File: config.mk
export PLATFORM = sky130hd
export DESIGN_NAME = instruction_fetch_queue
export DESIGN_NICKNAME = d
export VERILOG_FILES = /design/src/rtl/fetch_pkg.sv /design/src/rtl/fetch_fifo.sv /design/src/rtl/instruction_fetch_queue.sv
export SDC_FILE = /design/constraint.sdc
export NUM_CORES = 1
export LEC_CHECK = 0
export ABC_CLOCK_PERIOD_IN_PS = 10890
export BUFFER_PORTS_ARGS = -buffer_cell sky130_fd_sc_hd__clkbuf_2
export CAP_MARGIN = 10
export CORE_UTILIZATION = 63
export CTS_CLUSTER_DIAMETER = 80
export DETAILED_ROUTE_END_ITERATION = 16
export GPL_ROUTABILITY_DRIVEN = 0
export PLACE_DENSITY = 0.86
export SYNTH_ARGS = -nofsm -noshare
export SYNTH_HDL_FRONTEND = slang
export SYNTH_SLANG_ARGS = --single-unit
File: constraint.sdc
create_clock -name clk -period 10.89 [get_ports clk]
set_input_delay 2.178 -clock clk [delete_from_list [all_inputs] [get_ports clk]]
set_output_delay 2.178 -clock clk [all_outputs]
set_load 0.005 [all_outputs]
File: src/rtl/fetch_pkg.sv
`default_nettype none
// ============================================================================
// Package     : fetch_pkg
// Description : Shared constants and helpers for the instruction fetch queue.
// Revision    : 1.0 - initial release
// ============================================================================
package fetch_pkg;

   localparam int INSTR_W = 32;
   localparam int PC_INC  = 4;

   // MIPS canonical NOP (sll $0,$0,0); used as the reset value of buffered words
   localparam logic [INSTR_W-1:0] c_instr_nop = '0;

   // Width of a counter that must hold values 0..depth inclusive
   function automatic int count_width(input int depth);
      return $clog2(depth + 1);
   endfunction

endpackage
`default_nettype wire

File: src/rtl/fetch_fifo.sv
`default_nettype none
// ============================================================================
// Module      : fetch_fifo
// Description : DEPTH-entry synchronous FIFO of {pc, instr}. A slot is
//               reserved (PC written) when a request is issued and filled
//               (instruction written) when its response returns; only filled
//               slots are visible at the head.
// Revision    : 1.0 - initial release
// ============================================================================
module fetch_fifo
   import fetch_pkg::*;
#(
   parameter int ADDR_W = 32,
   parameter int DEPTH  = 4
) (
   input  logic                           clk,
   input  logic                           rst,
   input  logic                           flush,
   input  logic                           reserve,
   input  logic [ADDR_W-1:0]              reserve_pc,
   input  logic                           fill,
   input  logic [INSTR_W-1:0]             fill_instr,
   input  logic                           pop,
   output logic [count_width(DEPTH)-1:0]  occupancy,
   output logic                           head_valid,
   output logic [ADDR_W-1:0]              head_pc,
   output logic [INSTR_W-1:0]             head_instr
);

   localparam int c_cnt_w = count_width(DEPTH);
   localparam int c_ptr_w = $clog2(DEPTH);

   logic [ADDR_W-1:0]  r_pc_mem    [DEPTH];
   logic [INSTR_W-1:0] r_instr_mem [DEPTH];
   logic [c_ptr_w-1:0] r_rsv_ptr;
   logic [c_ptr_w-1:0] r_fill_ptr;
   logic [c_ptr_w-1:0] r_pop_ptr;
   logic [c_cnt_w-1:0] r_occ;
   logic               w_pop;

   // A pop only counts when a filled entry is actually present
   assign w_pop      = pop && (r_occ != '0);
   assign occupancy  = r_occ;
   assign head_valid = (r_occ != '0);
   assign head_pc    = r_pc_mem[r_pop_ptr];
   assign head_instr = r_instr_mem[r_pop_ptr];

   // Pointer and filled-count bookkeeping; flush empties the queue in one cycle
   always_ff @(posedge clk) begin
      if (rst || flush) begin
         r_rsv_ptr  <= '0;
         r_fill_ptr <= '0;
         r_pop_ptr  <= '0;
         r_occ      <= '0;
      end else begin
         if (reserve) r_rsv_ptr  <= r_rsv_ptr  + c_ptr_w'(1);
         if (fill)    r_fill_ptr <= r_fill_ptr + c_ptr_w'(1);
         if (w_pop)   r_pop_ptr  <= r_pop_ptr  + c_ptr_w'(1);
         r_occ <= r_occ + c_cnt_w'(fill) - c_cnt_w'(w_pop);
      end
   end

   // Storage: PC captured at reservation, instruction captured at fill
   always_ff @(posedge clk) begin
      if (rst) begin
         for (int i = 0; i < DEPTH; i++) begin
            r_pc_mem[i]    <= '0;
            r_instr_mem[i] <= c_instr_nop;
         end
      end else begin
         if (reserve) r_pc_mem[r_rsv_ptr]     <= reserve_pc;
         if (fill)    r_instr_mem[r_fill_ptr] <= fill_instr;
      end
   end

endmodule
`default_nettype wire

File: src/rtl/instruction_fetch_queue.sv
`default_nettype none
// ============================================================================
// Module      : instruction_fetch_queue
// Description : Fetch stage with credit-based pipelined requests to a
//               variable-latency instruction memory, an in-order return
//               buffer, and redirect handling that flushes the queue and
//               squashes responses still in flight.
// Revision    : 1.0 - initial release
// ============================================================================
module instruction_fetch_queue
   import fetch_pkg::*;
#(
   parameter int                ADDR_W   = 32,
   parameter int                DEPTH    = 4,
   parameter logic [ADDR_W-1:0] RESET_PC = '0
) (
   input  logic                clk,
   input  logic                rst,
   input  logic                redirect,
   input  logic [ADDR_W-1:0]   redirect_pc,
   output logic                imem_req_valid,
   input  logic                imem_req_ready,
   output logic [ADDR_W-1:0]   imem_req_addr,
   input  logic                imem_resp_valid,
   input  logic [INSTR_W-1:0]  imem_resp_data,
   output logic                out_valid,
   input  logic                out_ready,
   output logic [ADDR_W-1:0]   out_pc,
   output logic [INSTR_W-1:0]  out_instr
);

   localparam int                 c_cnt_w = count_width(DEPTH);
   localparam logic [c_cnt_w:0]   c_depth = (c_cnt_w + 1)'(DEPTH);

   logic [ADDR_W-1:0]  r_fetch_pc;
   logic [c_cnt_w-1:0] r_inflight;
   logic [c_cnt_w-1:0] r_drop_cnt;
   logic [c_cnt_w-1:0] w_occupancy;
   logic [c_cnt_w:0]   w_credit_sum;
   logic [c_cnt_w-1:0] w_pending;
   logic               w_issue_ok;
   logic               w_req_fire;
   logic               w_fill;
   logic               w_pop;

   // Slots in use = words buffered + words still owed by memory
   assign w_credit_sum = {1'b0, w_occupancy} + {1'b0, r_inflight};

   // Issue only with a free slot, nothing left to squash and no redirect now
   assign w_issue_ok     = !rst && (w_credit_sum < c_depth) &&
                           (r_drop_cnt == '0) && !redirect;
   assign imem_req_valid = w_issue_ok;
   assign imem_req_addr  = r_fetch_pc;
   assign w_req_fire     = w_issue_ok && imem_req_ready;

   // A response lands in the queue only when it is not owed to a squashed request
   assign w_fill = imem_resp_valid && (r_drop_cnt == '0) && !redirect;

   // A pop during redirect is consumed by ID but the queue is flushed anyway
   assign w_pop = out_valid && out_ready && !redirect;

   // Every response still expected from memory at the time of a redirect
   assign w_pending = r_drop_cnt + r_inflight;

   // Fetch PC, outstanding-request count and squash counter
   always_ff @(posedge clk) begin
      if (rst) begin
         r_fetch_pc <= RESET_PC;
         r_inflight <= '0;
         r_drop_cnt <= '0;
      end else if (redirect) begin
         r_fetch_pc <= redirect_pc;
         r_inflight <= '0;
         // A response arriving with the redirect is itself one of the squashed ones
         if (imem_resp_valid && (w_pending != '0))
            r_drop_cnt <= w_pending - c_cnt_w'(1);
         else
            r_drop_cnt <= w_pending;
      end else begin
         if (w_req_fire)
            r_fetch_pc <= r_fetch_pc + ADDR_W'(PC_INC);
         r_inflight <= r_inflight + c_cnt_w'(w_req_fire) - c_cnt_w'(w_fill);
         if (imem_resp_valid && (r_drop_cnt != '0))
            r_drop_cnt <= r_drop_cnt - c_cnt_w'(1);
      end
   end

   fetch_fifo #(
      .ADDR_W (ADDR_W),
      .DEPTH  (DEPTH)
   ) u_fifo (
      .clk        (clk),
      .rst        (rst),
      .flush      (redirect),
      .reserve    (w_req_fire),
      .reserve_pc (r_fetch_pc),
      .fill       (w_fill),
      .fill_instr (imem_resp_data),
      .pop        (w_pop),
      .occupancy  (w_occupancy),
      .head_valid (out_valid),
      .head_pc    (out_pc),
      .head_instr (out_instr)
   );

endmodule
`default_nettype wire

==> results.txt <==
hold path startpoint - u_fifo.r_pop_ptr[0]$_SDFFE_PP0P_
PostCTS Resize Cnt - 0
ys flop type - edfxtp_1
hold_buf cts - 0
Pleak - 6.149 nW
Post-DP HPWL - 19350 um
register-to-register setup slack - 7.12 ns
synthesized net count - 1057
Hold/Removal Path Class - reg -> reg
Yosys reg bits - 305
topmost layer with routed signal wires - met4
launching point of the worst reg2reg path - r_drop_cnt[0]$_SDFFE_PP0P_
final setup fails - 0
max-slew violations - 0
met2 WL post-DR - 15710 um
Vias - 8812
status - complete, no violations
sequential area share after synthesis - 63.06%
postcts setup bufs - 0
die width - 149.7 um
ant diodes - 0
Synth area leaders - edfxtp_1 (56%), mux4_2 (10%), and2_1 (10%)
Mean Syn Cell Area - 14.14 um^2
I/O pins - 168
initial antenna violation count - 0
Initial DRC Count - 834
pre-CTS setup slack - 5.002 ns
filler cell count - 1274
vias in the first global route - 8747
Post-synth ARST share - 0%
RR Endpoint - u_fifo.r_pc_mem[0][12]$_SDFFCE_PN0P_
most numerous cell in the Yosys netlist - edfxtp_1
multiplexer share of the synthesized area - 10.95%
critical path launch point type - input pin
DRC - 0
Pwr Density - 163.8 nW/um^2
unrepaired setup endpoints after global routing - no
largest family of logic cells by synthesized area - simple AND/OR/NAND/NOR gates
Clock transition at path regs - 0.06 ns
Final Hold Viols - 0
Die Height - 149.7 um
row cnt - 53
Pre-antenna DRT Iters - 5
hold path cells - 2
top cell type's share of synthesized area - 55.92%
Simple-Gate Fraction of Synth Area - 17.57%
# port buffers - 167
Syn-to-layout area delta - 14.34%
worst slew pin tran - 1.132 ns
Die Area - 22410 um^2
core area - 21220 um^2
H-Tree Depth - 1
Final Skew - 0.01565 ns
WS Path Type - in -> out
share of layout cells above drive strength 1 - 27.08%
wire per inst - 22.22 um
critical path arrival - 3.45 ns
Slew headroom - 24.28%
largest net degree at the start of global routing - 66
Initial Utilization - 64.78%
adder-cell share of the synthesized area - 1.529%
final wirelength - 31470 um
CP max FO - 30
wl on met1 - 11720 um
Post-Synthesis Cells - 972
Final period util - 51.67%
met3 wire length - 3087 um
xor and xnor fraction of the mapped netlist area - 1.374%
clock root buffer - clkbuf_16
Syn Std Cell Area - 13750 um^2
Netlist cell types - 60
post-route setup TNS - 0 ns
Synth Area in Compound Gates - 3.158%
ANT nets after route - 0
CTS Buf Count - 29
Nets - 1203
EDFF count, synth - 256
MaxCap Viol Count - 0
clock period minus worst slack - 5.627 ns
CTS tree - built
leading area contributor after synthesis - edfxtp_1
top cells by count, synth - edfxtp_1 (256), and2_1 (222), mux4_2 (64)
critical path capture point type - primary output
Data required, critical path - 8.71 ns
Skew-Pair Late Insertion Delay - 0.55 ns
Max Freq - 177.7 MHz
Worst Reg2Reg Path Length in Cells - 9
detailed-route vias per instance - 6.223
clk sinks - 305
gr usage total - 28.75%
post-route setup slack - 5.263 ns
Worst VDD drop - 0.0001497 V
grt ovf - 0
global-route wire length before repair - 48330 um
Clock Path Buffers - 3
YS warnings - 0
-- state kept, by name (all words and copies together), names as in the netlist, named ones only --
register            count
u_fifo.r_rsv_ptr        2
u_fifo.r_pop_ptr        2
u_fifo.occupancy        3
u_fifo.r_pc_mem       128
imem_req_addr          32
r_inflight              3
u_fifo.r_instr_mem    128
r_drop_cnt              3
u_fifo.r_fill_ptr       2
-- cells in the final DEF, fill, tap and decap left out, types with 14 or more instances in the layout --
cell type	instances
nor3_1	14
mux4_2	64
nand2_1	36
clkbuf_16	29
and2_1	222
a21oi_1	16
edfxtp_1	256
inv_1	18
nand3_1	20
nor2_1	41
clkbuf_2	167
dfxtp_1	47
and3_1	39
-- worst max-delay path, cell delays in order --
cell	delay [ns]
clkbuf_2	0.43
nor4b_1	0.50
and3_1	0.22
clkbuf_2	0.11
-- how the worst max path moves through the flow --
stage / end / startpoint
6_report: imem_req_valid / rst
5_1_grt: imem_req_valid / rst
4_1_cts: imem_req_valid / redirect
3_5_place_dp: u_fifo.r_pc_mem[0][21]$_SDFFCE_PN0P_ / redirect
3_3_place_gp: u_fifo.r_pc_mem[0][21]$_SDFFCE_PN0P_ / redirect
2_1_floorplan: u_fifo.r_pc_mem[1][0]$_SDFFCE_PN0P_ / rst
-- layer usage --
metal,track usage (%),vias up
li1,-,3901
met1,38.96,4313
met2,47.34,528
met3,4.634,70
met4,10.51,0
met5,0,-
-- per-stage QoR --
step	instances	area, um^2	util, %	power [mW]	hold slack (ns)
6_report	1416	15720	74.07	2.575	0.5628
5_1_grt	1416	15720	74.07	2.654	0.5939
4_1_cts	1416	15720	74.07	2.578	0.5560
3_5_place_dp	1362	14800	69.74	1.627	0.5348
3_3_place_gp	1362	14800	69.74	1.615	0.4984
2_1_floorplan	972	13750	-	1.522	0.4847
-- final cells by class --
| type | count | area, um^2 | area share (%) |
|---|---|---|---|
| repair buffers | 179 | 925.9 | 5.891 |
| well taps | 275 | 344.1 | 2.189 |
| multi-input cells | 584 | 4785 | 30.44 |
| inverters | 19 | 71.32 | 0.4537 |
| clock inverters | 9 | 52.55 | 0.3343 |
| flip-flops and latches | 305 | 8673 | 55.18 |
| clock buffers | 45 | 865.8 | 5.509 |
-- cells by family (layout without fill, tap and decap cells) --
| family | after synthesis | in the layout |
|---|---|---|
| mux | 70 | 70 |
| flops | 305 | 305 |
| simple gates | 415 | 415 |
| compound gates | 64 | 64 |
| xor+xnor | 20 | 20 |
| fa+ha+maj | 15 | 15 |
| buf+inv | 83 | 252 |
-- power breakdown --
group | leakage (nW) | switching (mW) | internal [mW]
Combinational | 2.64 | 0.135 | 0.100
Clock | 0.452 | 0.421 | 0.546
Sequential | 3.05 | 0.0405 | 1.33
Total | 6.15 | 0.597 | 1.98
Power figures use the tool's default switching activity.
